$ cat config.mk
export PLATFORM = sky130hd
export DESIGN_NAME = regfile_writer
export DESIGN_NICKNAME = d
export VERILOG_FILES = /design/src/rtl/regfile_writer.sv
export SDC_FILE = /design/constraint.sdc
export NUM_CORES = 1
export LEC_CHECK = 0
export BUFFER_PORTS_ARGS = -buffer_cell sky130_fd_sc_hd__buf_4
export CAP_MARGIN = 5
export CORE_MARGIN = 2
export CORE_UTILIZATION = 45
export CTS_CLUSTER_DIAMETER = 200
export DETAILED_ROUTE_END_ITERATION = 10
export PLACE_DENSITY = 0.65
export SLEW_MARGIN = 20
export SYNTH_ARGS = -nofsm -noshare
export SYNTH_HDL_FRONTEND = slang
export SYNTH_SLANG_ARGS = --single-unit
$ cat constraint.sdc
create_clock -name CLK -period 3.1 [get_ports CLK]
set_input_delay 0 -clock CLK [delete_from_list [all_inputs] [get_ports CLK]]
set_output_delay 0 -clock CLK [all_outputs]
set_load 0.05 [all_outputs]
$ cat src/rtl/regfile_writer.sv
// Write-back arbiter and in-order buffer owning the register file write port.
// Two producers (ALU, load/multi-cycle) feed a small FIFO; pending writes are queryable for forwarding.
module regfile_writer #(
  parameter int unsigned DEPTH = 4
) (
  input  logic                     CLK,
  input  logic                     RST_N,
  input  logic                     A_Valid,
  input  logic [4:0]               A_Addr,
  input  logic [31:0]              A_Data,
  output logic                     A_Ready,
  input  logic                     B_Valid,
  input  logic [4:0]               B_Addr,
  input  logic [31:0]              B_Data,
  output logic                     B_Ready,
  input  logic                     Hold,
  output logic [4:0]               W_Addr,
  output logic [31:0]              W_Data,
  output logic                     WE,
  input  logic [4:0]               Q_Addr,
  output logic                     Q_Hit,
  output logic [31:0]              Q_Data,
  output logic [$clog2(DEPTH):0]   Count
);

  localparam int unsigned AW = 5;
  localparam int unsigned DW = 32;
  localparam int unsigned PW = $clog2(DEPTH);
  localparam int unsigned CW = PW + 1;

  logic [AW-1:0] r_addr [DEPTH];
  logic [DW-1:0] r_data [DEPTH];
  logic [PW-1:0] r_head;
  logic [PW-1:0] r_tail;
  logic [CW-1:0] r_count;
  logic          r_last_grant;

  logic          w_full;
  logic          w_grant_a;
  logic          w_grant_b;
  logic          w_push;
  logic          w_pop;
  logic [AW-1:0] w_push_addr;
  logic [DW-1:0] w_push_data;
  logic [CW-1:0] w_count_nxt;
  logic          w_q_hit;
  logic [DW-1:0] w_q_data;
  logic [PW-1:0] w_idx;

  // Round-robin on ties: the source not named by last_grant wins.
  assign w_full    = (r_count == CW'(DEPTH));
  assign w_grant_a = A_Valid && !w_full && (!B_Valid || r_last_grant);
  assign w_grant_b = B_Valid && !w_full && (!A_Valid || !r_last_grant);

  // Register 0 results are handshaken but never stored.
  assign w_push_addr = w_grant_a ? A_Addr : B_Addr;
  assign w_push_data = w_grant_a ? A_Data : B_Data;
  assign w_push      = (w_grant_a || w_grant_b) && (w_push_addr != '0);
  assign w_pop       = (r_count != '0) && !Hold;

  always_comb begin
    w_count_nxt = r_count;
    case ({w_push, w_pop})
      2'b10:   w_count_nxt = r_count + CW'(1);
      2'b01:   w_count_nxt = r_count - CW'(1);
      default: w_count_nxt = r_count;
    endcase
  end

  always_ff @(posedge CLK or negedge RST_N) begin
    if (!RST_N) begin
      r_head       <= '0;
      r_tail       <= '0;
      r_count      <= '0;
      r_last_grant <= 1'b1;
      for (int unsigned i = 0; i < DEPTH; i++) begin
        r_addr[i] <= '0;
        r_data[i] <= '0;
      end
    end else begin
      if (w_push) begin
        r_addr[r_tail] <= w_push_addr;
        r_data[r_tail] <= w_push_data;
        r_tail         <= r_tail + PW'(1);
      end
      if (w_pop) begin
        r_head <= r_head + PW'(1);
      end
      r_count <= w_count_nxt;
      if (w_grant_a || w_grant_b) begin
        r_last_grant <= w_grant_b;
      end
    end
  end

  // Walk from oldest to youngest so the last match is the youngest pending write.
  always_comb begin
    w_q_hit  = 1'b0;
    w_q_data = '0;
    w_idx    = '0;
    for (int unsigned i = 0; i < DEPTH; i++) begin
      w_idx = r_head + PW'(i);
      if ((CW'(i) < r_count) && (r_addr[w_idx] == Q_Addr) && (Q_Addr != '0)) begin
        w_q_hit  = 1'b1;
        w_q_data = r_data[w_idx];
      end
    end
  end

  assign A_Ready = w_grant_a;
  assign B_Ready = w_grant_b;
  assign WE      = w_pop;
  assign W_Addr  = w_pop ? r_addr[r_head] : '0;
  assign W_Data  = w_pop ? r_data[r_head] : '0;
  assign Q_Hit   = w_q_hit;
  assign Q_Data  = w_q_data;
  assign Count   = r_count;

endmodule
# == Yosys cells after proc, flatten, opt, wreduce, memory -nomap -nowiden ==
# Index checks and enable logic that the tools add are counted.
# totals
wordCells,110
regBits,156
output_inout_bits,76
inputBits,84
# classes
mux,43
bitwise,5
reduce_logical,27
magnitude_cmp,10
n_addsub,6
n_eq_ne,7
# ops
cell,count
32-bit 2-to-1 mux,15
32-bit binary-select mux with 2-bit select,4
128-bit bitwise mux,1
32-bit demux with 2-bit select,1
5-bit 2-to-1 mux,11
5-bit binary-select mux with 2-bit select,4
20-bit bitwise mux,1
5-bit equality test,4
"3-bit greater-or-equal comparator, second input constant",5
1-bit logical AND,15
2-bit NOT with 3-bit output,5
5-bit demux with 2-bit select,1
5-bit nonzero test,2
"1-bit by 3-bit < comparator with 1-bit output, first input constant",2
"2-bit by 3-bit < comparator with 1-bit output, first input constant",2
3-bit case mux with 2 select lines,1
1-bit zero test,5
"2-bit by 1-bit adder with 2-bit output, second input constant",2
"2-bit adder, second input constant",2
1-bit 2-to-1 mux,4
"3-bit by 1-bit adder with 3-bit output, second input constant",1
"3-bit equality test, second input constant",1
1-bit logical OR,3
"3-bit by 1-bit < comparator with 1-bit output, second input constant",1
other kinds (5),5

# == Depth between registers and ports, before layout ==
# Gate-level depths: netlist of the first run.
# logic_depth
depth_word,11
ltp_mapped,11
depth_no_buf,10

# == Worst setup path before layout of the first run ==
# OpenSTA, ideal clock, no wires.
# synth_timing
path_kind,register to output
from,register r_head[0]
to,output Q_Data[10]
stages_incl_launch_ff,10
t_required_ns,3.100
arrival_time_ns,3.202
n_path_buf,3
slack_ns,-0.102
path_cell_list,dfrtp_1 -> buf_6 -> buf_2 -> mux4_2 -> xnor2_1 -> nand4_1 -> nor2_1 -> o211ai_1 -> buf_2 -> o32ai_1
# synth_between
elab_chain_cells,11
elab_cells_between_ends,47
cone_classes,add/sub (3); eq/ne (4); mux (28); bitwise (4); reduce/logical (8)
# synth_lines
item,line_no,rtl
from (decl),33,logic [PW-1:0] r_head;
from (signal assigned),87,r_head <= r_head + PW'(1);
2-bit by 1-bit adder with 2-bit output / 2-bit NOT with 3-bit output (equally long branches),"102, 103, 105",
2-bit NOT with 3-bit output (implied by the code) / 5-bit binary-select mux with 2-bit select (equally long branches),"103, 105",
5-bit binary-select mux with 2-bit select / 5-bit 2-to-1 mux (equally long branches),103,if ((CW'(i) < r_count) && (r_addr[w_idx] == Q_Addr) && (Q_Addr != '0)) begin
5-bit 2-to-1 mux (implied by the code),103,
5-bit 2-to-1 mux (implied by the code) / 5-bit equality test (equally long branches),103,
5-bit equality test / 1-bit logical AND (equally long branches),103,
1-bit logical AND,103,
1-bit logical AND / 32-bit 2-to-1 mux (equally long branches),103,
32-bit 2-to-1 mux (2 in series),103,
32-bit 2-to-1 mux *,103,
to (decl),22,"output logic [31:0] Q_Data,"
# Every way passes the cells marked *; elsewhere a longest branch is shown, timed or not. The select of a mux whose other input is x is not followed.

# == Final worst setup path of the first run ==
# layout_timing
from,register r_head[1]
to,output Q_Data[6]
# Same word-level chain as after synthesis.

==> results_dict.tcl, run 1 <==
set metrics [dict create \
    whs_path_depth 3 \
    cts_tree "done" \
    hold_path.class "input pin to flop" \
    finalMaxSlewViolations 0 \
    vias 9880 \
    cap_viol_max_count 0 \
    worstReg2RegEnd "r_data[82]" \
    p_clk_frac 0.105 \
    synth_edf_count 0 \
    startpoint_type "flop" \
    wl_um 33470 \
    status "finished, violations left" \
    final_area_um2 15270 \
    worst_slew_pin_slew_ns 0.9236 \
    fin_total_pwr_mw 19.82 \
    overflow 0 \
    p_int_mw 9.987 \
    switching_share 0.4962 \
    grt_util_all_layers 0.2521 \
    p_sw_mw 9.837 \
    hold_viol 2 \
    viasPerCell 5.761 \
    crit_type "flop to primary output" \
    synth_commonest_cells "nand2_1 (284), mux2i_1 (225), dfrtp_1 (155)" \
    hp-start "A_Data[29]" \
    violations "hold timing, setup timing" \
    layout_min_cycle_time_ns 3.242 \
    postSynthAreaPerCell_um2 9.470 \
    io-pin-count 160 \
    fin_setup_tns_ns -1.045 \
    drive_gt1_frac 0.2861 \
    design.die.area_um2 25910 \
    syn2layout_area_growth_pct 37.72 \
    yosysTopAreaCellShare 0.3498 \
    cts_root_buffer "clkbuf_16" \
    firstDrtPassIters 5 \
    core-area_um2 24250 \
    syn_area_um2 11090 \
    synth_most_common_cell "nand2_1" \
    buffer_ports.inserted 159 \
    syn-num-nets 1264 \
    p_leak_nw 6.957 \
    path_clk_slew_ns 0.06 \
    drtAntennaViolNets 0 \
    finalCritPeriodShare 1.046 \
    maxSlewHeadroom 0.3843 \
    timing.final.ws_setup_ns -0.1415 \
    grt_setup_unrepaired "true" \
    num-fill-cells 1979 \
    yosysSeqAreaShare 0.3521 \
    worstPathMaxFanout 10 \
    grt_first_pass_wirelength_um 52160 \
    chipHeight_um 161.0 \
    antenna_found_initial 0 \
    setup_viol 26 \
    async_reset_ff_frac 1.000 \
    min_to "r_data[93]" \
    wl_per_cell_um 19.51 \
    synth-main-ff-cell "dfrtp_1" \
    reg2reg_depth 8 \
    yosysUniqueCellTypes 41 \
    htree_levels 4 \
    place.detailed.hpwl_um 19020 \
    num_rows 57 \
    max_clock_freq_mhz 308.5 \
    pwr-share-seq 0.192 \
    dp.cells 1581 \
    synthCells 1171 \
    final_cells 1715 \
    drt_drc_violations_left 0 \
    ys_ff_latch 156 \
    gp_congestion 0.8147 \
    fin_hold_ws_ns -0.005841 \
    comb_power_share 0.703 \
    critical_path_required_ns 3.10 \
    skew_ns 0.008312 \
    nets 1472 \
    yosys-top-cells-area "dfrtp_1 (35%), mux2i_1 (20%), nand2_1 (9.6%)" \
    powerDensity_nw_per_um2 1298 \
    clk_latency_ns 0.43 \
    cp_data_arrival_time_ns 3.24 \
    endpoint_kind "primary output" \
    cts_sinks 156 \
    n_antenna_cell 0 \
    initial_core_util 0.4573 \
    placed_cell_area_um2 12640 \
    grt_max_degree 131 \
    rrSetupSlack_ns 0.21 \
    die_x_um 161.0 \
    grt_pass1_vias 9864 \
    numCtsBuffers 17 \
    rr_startpoint "Count[1]" \
    drt_iter0_drc 651 \
    clockBufferDepth 2 \
    synth_area_leader_cell "dfrtp_1" \
    ys_warn_count 0 \
    max-vdd-ir-drop_mv 0.8431 \
]
[cells by family (layout without fill, tap and decap cells)]
logic type,after synthesis,in the layout,synth area share
xor+xnor,26,26,0.02053
flops,156,156,0.3521
simple gates,346,346,0.1303
compound gates,265,265,0.1846
mux,249,249,0.2478
buf+inv,120,340,0.05450
fa+ha+maj,9,9,0.01015
[worst max path at each step]
stage	startpoint	endpoint	slack, ns	depth (start not counted)
final	r_head[1]	Q_Data[6]	-0.14	11
after global placement	r_head[0]	Q_Data[18]	0.14	9
after floorplan	r_head[0]	Q_Data[10]	-0.10	9
after detailed placement	r_head[0]	Q_Data[22]	0.10	9
after global routing	r_head[0]	Q_Data[6]	-0.25	10
after CTS	r_head[0]	Q_Data[29]	-0.13	10
[metrics by stage]
step,util,setup WS (ns)
after global placement,0.5212,0.1361
final,0.6298,-0.1415
after detailed placement,0.5212,0.1048
after global routing,0.6298,-0.2527
after CTS,0.6136,-0.1304
after floorplan,-,-0.1017
[flip-flops by register name, indices dropped and copies added (netlist names)]
signal,flops
r_addr,20
r_head,2
Count,3
r_data,128
r_tail,2
r_last_grant,1
[placed cells by master (no fill, tap or decap), types with 4 or more instances in the layout]
cell type	netlist	layout
and2_1	9	9
xnor2_2	0	4
ha_1	9	9
o221a_2	17	17
inv_1	10	10
o31ai_1	5	4
nand4_1	5	5
xnor2_1	21	17
mux2i_1	225	178
o311ai_4	0	4
xor2_1	5	4
and3_1	33	32
clkbuf_1	49	4
nor2_1	5	4
o32ai_2	20	9
buf_12	0	14
buf_4	10	157
mux2i_4	0	9
o221a_1	47	47
nand2_1	284	283
o32ai_4	0	23
mux2i_2	0	38
mux4_2	20	20
o21ai_0	149	149
dfrtp_1	155	153
buf_16	0	8
buf_6	10	43
clkbuf_16	0	19
dlygate4sd3_1	0	69
buf_8	0	4
[critical path, stage by stage (launching register included)]
cell and delay, ns:
dfrtp_4 0.47, buf_4 0.17, buf_4 0.20, mux4_2 0.34, xnor2_1 0.21, nand4_1 0.16, nor2_2 0.13, o211ai_1 0.19
bufbuf_16 0.33, o32ai_2 0.29, buf_4 0.18, buf_8 0.14
[routing by layer]
layer / GRT usage / part of all wire / vias to the layer above
met5: 0 / 0 / -
met2: 0.4382 / 0.50 / 275
met3: 0.04443 / 0.044 / 46
met4: 0.08198 / 0.025 / 0
met1: 0.3199 / 0.43 / 4851
li1: - / - / 4708
[what timing repair did]
| action | in CTS | in global routing |
|---|---|---|
| endpoints found under the hold margin | 195 | 0 |
| setup buffers | 16 | 8 |
| gates resized for setup | 122 | 48 |
| setup endpoints to repair | 32 | 37 |
| hold buffers | 69 | 0 |
| gates cloned | 7 | 3 |
| pin swaps | 24 | 20 |
[power groups by stage]
stage	clock network, mW	registers (mW)	logic, mW
after floorplan	0	3.67	8.63
after global placement	0	3.87	11.1
after detailed placement	0	3.93	11.3
after CTS	2.10	3.81	13.2
after global routing	2.18	3.96	14.9
final	2.07	3.82	13.9
[cell type report]
type | instances | area (µm²) | area share
Multi-Input combinational cell | 895 | 7346 | 0.4810
Sequential cell | 156 | 3913 | 0.2562
Timing Repair Buffer | 298 | 2997 | 0.1962
Clock buffer | 22 | 454.2 | 0.02974
Tap cell | 324 | 405.4 | 0.02654
Clock inverter | 9 | 115.1 | 0.007537
Inverter | 11 | 42.54 | 0.002786
Note: power is estimated with default switching activity, not from simulation.
==> run 2: changes to the inputs <==
- CAP_MARGIN: 5 -> 20
- GPL_TIMING_DRIVEN: default -> 0
==> run 2 against run 1 <==
The flow still finishes with violations (hold timing, setup timing). Routed wire length up 16%. Die area unchanged. Clock power up 3%. Power down 0.73%. Design area down 1.9%. Worst setup slack better by 0.025 ns. Critical path type unchanged. Highest routed layer unchanged.
==> results_dict.tcl, run 2 (same netlist as run 1, synthesis figures left out) <==
set metrics [dict create \
    wl_met2_um 18900 \
    finalMaxSlewViolations 0 \
    drive_gt1_frac 0.2703 \
    syn2layout_area_growth_pct 35.16 \
    max-vdd-ir-drop_mv 0.6573 \
    powerDensity_nw_per_um2 1313 \
    min_to "r_data[66]" \
    htree_levels 4 \
    nets 1519 \
    top_register "r_data" \
    chipHeight_um 161.0 \
    firstDrtPassIters 5 \
    p_leak_nw 6.858 \
    timing.final.ws_setup_ns -0.1165 \
    routed.top_layer "met4" \
    numCtsBuffers 17 \
    n_antenna_cell 0 \
    skew_ns 0.01299 \
    initial_core_util 0.4573 \
    clk_latency_ns 0.45 \
    setup_viol 32 \
    grt_pass1_vias 10786 \
    cts_root_buffer "clkbuf_16" \
    die_x_um 161.0 \
    critical_path_required_ns 3.10 \
    cap_viol_max_count 0 \
    grt_util_all_layers 0.3010 \
    whs_path_depth 3 \
    rrSetupSlack_ns 0.12 \
    reg2reg_depth 9 \
    final_cell_mix "nand2_1 (284), mux2i_1 (220), dfrtp_1 (155), o21ai_0 (149), buf_4 (137)" \
    maxSlewHeadroom 0.4533 \
    path_clk_slew_ns 0.07 \
    status "finished, violations left" \
    drtAntennaViolNets 0 \
    antenna_found_initial 0 \
    crit_type "flop to primary output" \
    cts_sinks 156 \
    fin_hold_ws_ns -0.007405 \
    finalCritPeriodShare 1.038 \
    cts_tree "done" \
    io-pin-count 160 \
    endpoint_kind "primary output" \
    wl_per_cell_um 22.05 \
    place.detailed.hpwl_um 25730 \
    core-area_um2 24250 \
    placed_cell_area_um2 12690 \
    fin_total_pwr_mw 19.68 \
    layout_min_cycle_time_ns 3.217 \
    worstPathMaxFanout 10 \
    worstReg2RegEnd "r_data[125]" \
    final_area_um2 14990 \
    hold_viol 4 \
    num-fill-cells 2124 \
    gp_congestion 0.9128 \
    drt_drc_violations_left 0 \
    num_rows 57 \
    viasPerCell 5.922 \
    buffer_ports.inserted 154 \
    design.die.area_um2 25910 \
    crit_slowest_cell "mux4_2" \
    slowest_delay_ns 0.53 \
    drt_iter0_drc 980 \
    rr_startpoint "Count[0]" \
    pre_cts_ws_ns -0.4370 \
    startpoint_type "flop" \
    crit_chain "buf_8 -> buf_12 -> mux4_2 -> xnor2_2 -> nand4_1 -> a211o_1 -> buf_12 -> buf_6 -> o221a_1 -> o32ai_4 -> buf_6" \
    crit_buf_inv 5 \
    worst_slew_pin_slew_ns 0.8200 \
    grt_first_pass_wirelength_um 59970 \
    wl_met1_um 16040 \
    violations "hold timing, setup timing" \
    hp-start "B_Data[2]" \
    wl_um 38870 \
    clockBufferDepth 2 \
    vias 10441 \
    wl_met3_um 2908 \
    final_common_cell "nand2_1" \
    critPathTopFamily "buffers and inverters" \
    grt_setup_unrepaired "true" \
    cp_data_arrival_time_ns 3.22 \
    grt_max_degree 87 \
    hold_path.class "input pin to flop" \
    max_clock_freq_mhz 310.9 \
    overflow 0 \
    largest_reg_flops 128 \
]
## run 2: cell types whose count changed in the layout (fill, tap and decap cells not counted), sizes merged, moves of 2 or more
cell / before / now
clkinv: 5 / 3
clkbuf: 24 / 71
inv: 11 / 20
buf: 226 / 224
dlygate4sd3: 69 / 66
## run 2: power breakdown
group          switching (mW)  internal [mW]  leakage [nW]
clock                   0.990           1.14         0.281
combinational            8.47           5.27          4.63
sequential              0.805           3.01          1.95
## run 2: layout make-up
| class | instances | area (µm²) | share of cell area |
|---|---|---|---|
| Multi-Input combinational cell | 895 | 7167 | 0.4782 |
| Sequential cell | 156 | 3905 | 0.2605 |
| Timing Repair Buffer | 236 | 2105 | 0.1404 |
| Buffer | 109 | 785.8 | 0.05243 |
| Clock buffer | 17 | 425.4 | 0.02838 |
| Tap cell | 324 | 405.4 | 0.02705 |
| Clock inverter | 15 | 153.9 | 0.01027 |
| Inverter | 11 | 41.29 | 0.002755 |
## run 2: how the worst max path moves through the flow
stage | start | to | cells after the start
finish | r_head[0] | Q_Data[2] | 11
global route | r_head[0] | Q_Data[13] | 11
CTS | r_head[0] | Q_Data[15] | 11
detailed placement | Count[0] | r_data[58] | 9
global placement | Count[0] | r_data[61] | 9
floorplan | r_head[0] | Q_Data[10] | 9
## run 2: worst min-delay path, stage by stage
cell and delay, ns:
buf_4 0.08, mux2i_1 0.11, o21ai_0 0.21
## run 2: what timing repair did
item                                    CTS  global route
gates cloned                              1             0
endpoints found under the setup margin  183           185
pin swaps                                11            10
hold buffers                             66             0
gates resized for setup                 135            74
buffers inserted                          9             5
hold endpoints to repair                189             0
## run 2: per-layer routing
layer,vias to the layer above,track usage
met5,-,0
met2,477,0.5080
li1,4801,-
met4,0,0.1124
met1,5091,0.3954
met3,72,0.04212
## run 2: metrics by stage
step | utilization | hold slack, ns | std cells | setup TNS (ns)
final | 0.6181 | -0.007405 | 1763 | -2.497
after detailed placement | 0.5232 | -0.008751 | 1650 | -30.74
after CTS | 0.6057 | 0.0003760 | 1758 | -1.773
after floorplan | - | -0.2956 | 1171 | -1.131
after global routing | 0.6181 | 0.003548 | 1763 | -5.195
after global placement | 0.5217 | 0.2966 | 1649 | -21.48
